## config.mk

```make
export PLATFORM = sky130hd
export DESIGN_NAME = credit_tx
export DESIGN_NICKNAME = d
export VERILOG_FILES = /design/src/rtl/credit_tx.sv
export SDC_FILE = /design/constraint.sdc
export NUM_CORES = 1
export LEC_CHECK = 0
export ABC_AREA = 1
export CORE_ASPECT_RATIO = 0.8
export CORE_MARGIN = 2
export CORE_UTILIZATION = 39
export CTS_CLUSTER_SIZE = 25
export DETAILED_ROUTE_END_ITERATION = 10
export PLACE_DENSITY = 0.78
export REMOVE_ABC_BUFFERS = 1
export SYNTH_ARGS = -nofsm -noshare
export SYNTH_HDL_FRONTEND = slang
export SYNTH_SLANG_ARGS = --single-unit
```

## constraint.sdc

```tcl
create_clock -name clk -period 2.1 [get_ports clk]
set_input_delay 0.42 -clock clk [delete_from_list [all_inputs] [get_ports clk]]
set_output_delay 0.42 -clock clk [all_outputs]
set_load 0.005 [all_outputs]
```

## src/rtl/credit_tx.sv

```systemverilog
// Transmitter end of a credit-flow link: forwards accepted items one cycle later
// and tracks free slots in the remote queue so the link never needs a ready.
module credit_tx #(
  parameter type Data          = logic [31:0],
  parameter int  DEPTH         = 2,
  parameter bit  BYPASS_CREDIT = 1'b0
) (
  input  logic                       clk,
  input  logic                       rst,
  input  logic                       enq_valid,
  output logic                       enq_ready,
  input  Data                        enq_data,
  input  logic                       flush,
  input  logic                       credit_ret,
  output logic                       tx_valid,
  output Data                        tx_data,
  output logic [$clog2(DEPTH+1)-1:0] credits,
  output logic                       idle,
  output logic                       credit_err
);

  localparam int CW = $clog2(DEPTH + 1);
  localparam logic [CW-1:0] FULL = CW'(DEPTH);
  localparam logic [CW-1:0] ZERO = CW'(0);
  localparam logic [CW-1:0] ONE  = CW'(1);

  logic [CW-1:0] credits_r;
  logic [CW-1:0] credits_next_s;
  logic          tx_valid_r;
  logic          tx_valid_next_s;
  Data           tx_data_r;
  Data           tx_data_next_s;
  logic          credit_err_r;
  logic          credit_err_next_s;
  logic          idle_r;
  logic          idle_next_s;
  logic          fire_s;
  logic          ready_s;

  // Ready depends only on registered credits plus flush/credit_ret, never on valid.
  always_comb begin
    ready_s = 1'b0;
    if (flush) begin
      ready_s = 1'b0;
    end else if (BYPASS_CREDIT) begin
      ready_s = (credits_r != ZERO) || credit_ret;
    end else begin
      ready_s = (credits_r != ZERO);
    end
    fire_s = enq_valid && ready_s;
  end

  // Next-state for credits, link register and sticky over-return flag.
  always_comb begin
    credits_next_s    = credits_r;
    tx_valid_next_s   = 1'b0;
    tx_data_next_s    = tx_data_r;
    credit_err_next_s = credit_err_r;
    if (flush) begin
      // Remote queue flushes in the same cycle; any returned credit is moot.
      credits_next_s  = FULL;
      tx_valid_next_s = 1'b0;
    end else begin
      if (fire_s) begin
        tx_valid_next_s = 1'b1;
        tx_data_next_s  = enq_data;
      end else begin
        tx_valid_next_s = 1'b0;
      end
      case ({fire_s, credit_ret})
        2'b10:   credits_next_s = credits_r - ONE;
        2'b01: begin
          if (credits_r == FULL) begin
            credits_next_s    = FULL;
            credit_err_next_s = 1'b1;
          end else begin
            credits_next_s = credits_r + ONE;
          end
        end
        default: credits_next_s = credits_r;
      endcase
    end
    idle_next_s = (credits_next_s == FULL) && !tx_valid_next_s;
  end

  // State registers with synchronous reset.
  always_ff @(posedge clk) begin
    if (rst) begin
      credits_r    <= FULL;
      tx_valid_r   <= 1'b0;
      tx_data_r    <= '0;
      credit_err_r <= 1'b0;
      idle_r       <= 1'b1;
    end else begin
      credits_r    <= credits_next_s;
      tx_valid_r   <= tx_valid_next_s;
      tx_data_r    <= tx_data_next_s;
      credit_err_r <= credit_err_next_s;
      idle_r       <= idle_next_s;
    end
  end

  assign enq_ready  = ready_s;
  assign tx_valid   = tx_valid_r;
  assign tx_data    = tx_data_r;
  assign credits    = credits_r;
  assign credit_err = credit_err_r;
  assign idle       = idle_r;

endmodule

```

After elaboration in Yosys (flattened, before gate mapping):

Index checks and enable logic that the tools add are counted.

* register bits after elaboration: 37
* output and inout port bits: 38
* logic and storage cells: 24

* $add $sub $neg: 2
* eq/ne operators: 4
* mux-type cells: 6
* bitwise gates (word level): 1
* reduce and logical (&&, ||, !) cells: 6

Operator list (count)
* $eq 2x2->1 const B: 3
* $mux 2: 2
* $pmux 2 s2: 1
* $mux 1: 3
* $reduce_and 3->1: 1
* $add 2x1->2 const B: 1
* $eq 2x1->1 const B: 1
* $logic_and 1x1->1: 2
* $reduce_and 2->1: 1
* $reduce_bool 2->1: 1
* $sub 2x1->2 const B: 1
* $logic_not 1->1: 1
* $not 1->1: 1

Longest topological paths before layout:

* depth in word-level cells: 8
* gate-level depth with buffers: 13
* mapped depth without buffers: 12

Worst setup path after synthesis:

No wires, ideal clock.

* kind: register to register
* from: register credits_r[0] (netlist: credits[0])
* to: register idle_r (netlist: idle)
* library setup time: 118 ps
* data arrival time: 1680 ps
* path slack: 302 ps
* stages on the path, launching flop included: 14
* buffers on the path: 1
* period minus slack after synthesis: 1798 ps
* cell sequence: dfxtp_1 -> inv_1 -> ha_1 -> nor2_4 -> nand2_4 -> inv_8 -> buf_12 -> ha_1 -> inv_1 -> nor2_1 -> nor2_1 -> nand2_1 -> nand2_1 -> nor2_1

* cells in the longest elaborated chain, start to end: 8
* elaborated cells on any way between the ends: 16
* those cells by class: add/sub: 2; eq/ne: 4; mux: 6; reduce/logical: 4

Ends and longest elaborated chain
* from (decl): line 27 `logic [CW-1:0] credits_r;`
* from (signal assigned): line 95 `credits_r <= credits_next_s;`
* $reduce_bool 2->1 (*): line 48 `ready_s = (credits_r != ZERO);`
* $mux 1 (*): line 43 `if (flush) begin`
* named net enq_ready: line 11 `output logic enq_ready,`
* $logic_and 1x1->1 (*): line 50 `fire_s = enq_valid && ready_s;`
* $eq 2x1->1 / $eq 2x2->1 (equally long branches): line 70 `case ({fire_s, credit_ret})`
* $pmux 2 s2: line 70
* $mux 2: line 59 `if (flush) begin`
* $eq 2x2->1: line 83 `idle_next_s = (credits_next_s == FULL) && !tx_valid_next_s;`
* $logic_and 1x1->1 (*): line 83
* to (signal assigned): line 99 `idle_r <= idle_next_s;`
* to (decl): line 35 `logic idle_r;`

Mark *: on every way through the listed nets, which the timed path passes. The rest lies on a longest branch.
A chain may end at the register's enable or synchronous reset.

Worst setup path in the final report:

* from: register credits_r[0] (netlist: credits[0])
* to: output port enq_ready

* cells in the longest elaborated chain, start to end: 2

Ends and longest elaborated chain (line)
* $reduce_bool 2->1: 48
* $mux 1: 43
* to (decl): 11

Every way passes these cells.

==> flow_summary_export.csv <==
group,metric,value,unit
clock_network,root_buffer,"clkbuf_8",
setup_path,worstReg2RegStart,"credits[0]",
clock_network,htree_num_levels,2,
timing,tightestPinTransition,0.390,ns
worst_hold_path,worstHoldStart,"credit_err",
power,power,1.57,mW
synthesis,syn-cell-area,1490,sq um
routing,route.vias.total,1356,
synthesis,synth_cells,181,
global_routing,grt_usage,0.163,
synthesis,synth-seq-cells,37,
die,die_x,73.0,um
synthesis,avgSynthCellArea,8.21,sq um
timing,rsz0062_at_grt,"no",
global_routing,grt_pass1_vias,1292,
placed_design,postPlaceCellArea,2220,sq um
routing,wl,3310,um
placed_design,hpwl,2460,um
placed_design,port_buffers,74,
clock_network,clk_pin_slew,0.07,ns
synthesis,ys_types,19,
setup_path,cp_max_fo,4,
die,core,3730,sq um
run_status,run_status,"completed",
final_layout,drive_above_1_share,0.100,
power,p_leak,0.960,nW
timing,max_freq,502,MHz
setup_path,path_class,"register to primary output",
clock_network,cts_buffers,5,
final_layout,area_growth,55.3,%
routing,vias_per_cell,4.48,
die,start_util,0.399,
setup_path,arrival,1.57,ns
clock_network,max-clock-path-buffers,2,
clock_network,holdBufCountCts,0,
final_layout,layout.nets,301,
clock_network,clock-sinks,37,
worst_hold_path,hold_class,"register to register",
timing,min_period,1.99,ns
global_routing,antenna_found_initial,0,
power,power.density,679,nW/um^2
synthesis,ys_async_sr_fraction,0,
die,dieArea,4320,sq um
setup_path,worstSetupEndpointType,"primary output",
job,cap_violations,0,
clock_network,cts_setup_buffers,0,
final_layout,diodes,0,
synthesis,synth_flop_cell,"dfxtp_1",
routing,ant_nets,0,
timing,relSlewSlack,0.740,
setup_path,critPathRequiredTime,1.68,ns
setup_path,cp-startpoint,"credits[0]",
global_routing,overflow,0,
synthesis,yosys_warnings,0,
die,rows,20,
die,die_h,59.2,um
timing,finalHoldViolCount,0,
routing,drc_errors,0,
timing,fin_crit_sh,0.948,
routing,wl_per_cell,10.9,um
global_routing,grt_max_degree,34,
timing,tns,0,ns
routing,firstDrtPassIters,4,
placed_design,place.gp.congestion,0.774,
power,peakVddDrop,303,uV
clock_network,clock_latency,0.28,ns
routing,drtIter0Drc,40,
final_layout,fin_area,2310,sq um
synthesis,synth_edf_count,0,
global_routing,grt_pass1_wl,5440,um
synthesis,seq_area_frac_synth,0.498,
timing,clock_skew,0.00219,ns
die,top_level_ports,75,
timing,maxSlewViolCount,0,
setup_path,critPathLaunchType,"register",
timing,setup_violations,0,
clock_network,cts_tree,"yes",
==> registers in the layout (all words and copies together) (netlist names) <==
name        flops
credit_err      1
credits         2
idle            1
tx_data        32
tx_valid        1
==> placed cells by master (no fill, tap or decap), types with 2 or more instances in the layout <==
cell type and n:
nor2_1 59, clkdlybuf4s50_1 74, buf_4 5, o21ai_0 24, dfxtp_1 36, nor2_2 9
clkbuf_8 5, ha_1 5, inv_1 10, o21ai_1 9, nand2_1 13, clkinv_2 2
==> layout make-up <==
cell class,instances,area (sq um)
sequential,37,742
fill,361,1420
tap,44,55.1
timing repair buffer,79,778
clock inverter,2,10.0
clock buffer,6,72.6
multi-input combinational,124,602
inverter,11,48.8
==> worst paths after layout <==
check | to | slack, ns | cells past startpoint
setup reg to reg | idle | 0.44 | 12
hold / removal | credit_err | 0.47 | 2
setup / recovery | enq_ready | 0.11 | 4
hold reg to reg | credit_err | 0.47 | 2
==> cells by family after synthesis <==
group / Yosys count / share of synthesized area
simple gates: 84 / 0.238
flops: 37 / 0.498
buf+inv: 20 / 0.0985
compound gates: 34 / 0.114
fa+ha+maj: 6 / 0.0505
==> synthesized netlist by cell type (2+ instances only) <==
library cell / instances / share of area
nor2_1: 59 / 0.15
dfxtp_1: 37 / 0.50
o21ai_0: 24 / 0.081
nand2_1: 13 / 0.033
inv_1: 10 / 0.025
nor2_2: 9 / 0.038
o21ai_1: 9 / 0.030
ha_1: 6 / 0.051
buf_6: 2 / 0.015
buf_8: 2 / 0.020
clkbuf_1: 2 / 0.0051
==> routing by layer <==
| layer | up-vias | wire (um) | track usage |
|---|---|---|---|
| met5 | - | 0 | 0 |
| met4 | 0 | 21 | 0.0556 |
| li1 | 718 | - | - |
| met1 | 588 | 1520 | 0.200 |
| met2 | 47 | 1490 | 0.263 |
| met3 | 3 | 286 | 0.0612 |
==> repair_timing <==
action / 4_1_cts / 5_1_grt
setup endpoints to repair: 0 / 1
hold endpoints to repair: 0 / 0
resized for setup: 0 / 2
==> stage by stage <==
stage,hold slack [ns],setup WS [ns],util,cells
3_3_place_gp,0.442,0.149,0.596,295
6_report,0.472,0.108,0.619,303
5_1_grt,0.499,0.0243,0.619,303
2_1_floorplan,0.452,0.211,-,172
3_5_place_dp,0.462,0.146,0.596,295
4_1_cts,0.479,0.0507,0.618,303
==> worst max-delay path, stage by stage (launching register included) <==
cell and delay [ns]:
dfxtp_1 0.36, inv_1 0.09, ha_2 0.21, nor2_4 0.13
clkdlybuf4s50_1 0.51
==> where the power goes <==
part | internal (mW) | switching, mW | leakage [nW]
combinational | 0.200 | 0.126 | 0.610
sequential | 0.755 | 0.0273 | 0.305
clock | 0.230 | 0.230 | 0.0450
total | 1.18 | 0.384 | 0.960
No activity file was read; power rests on OpenSTA's default activity.
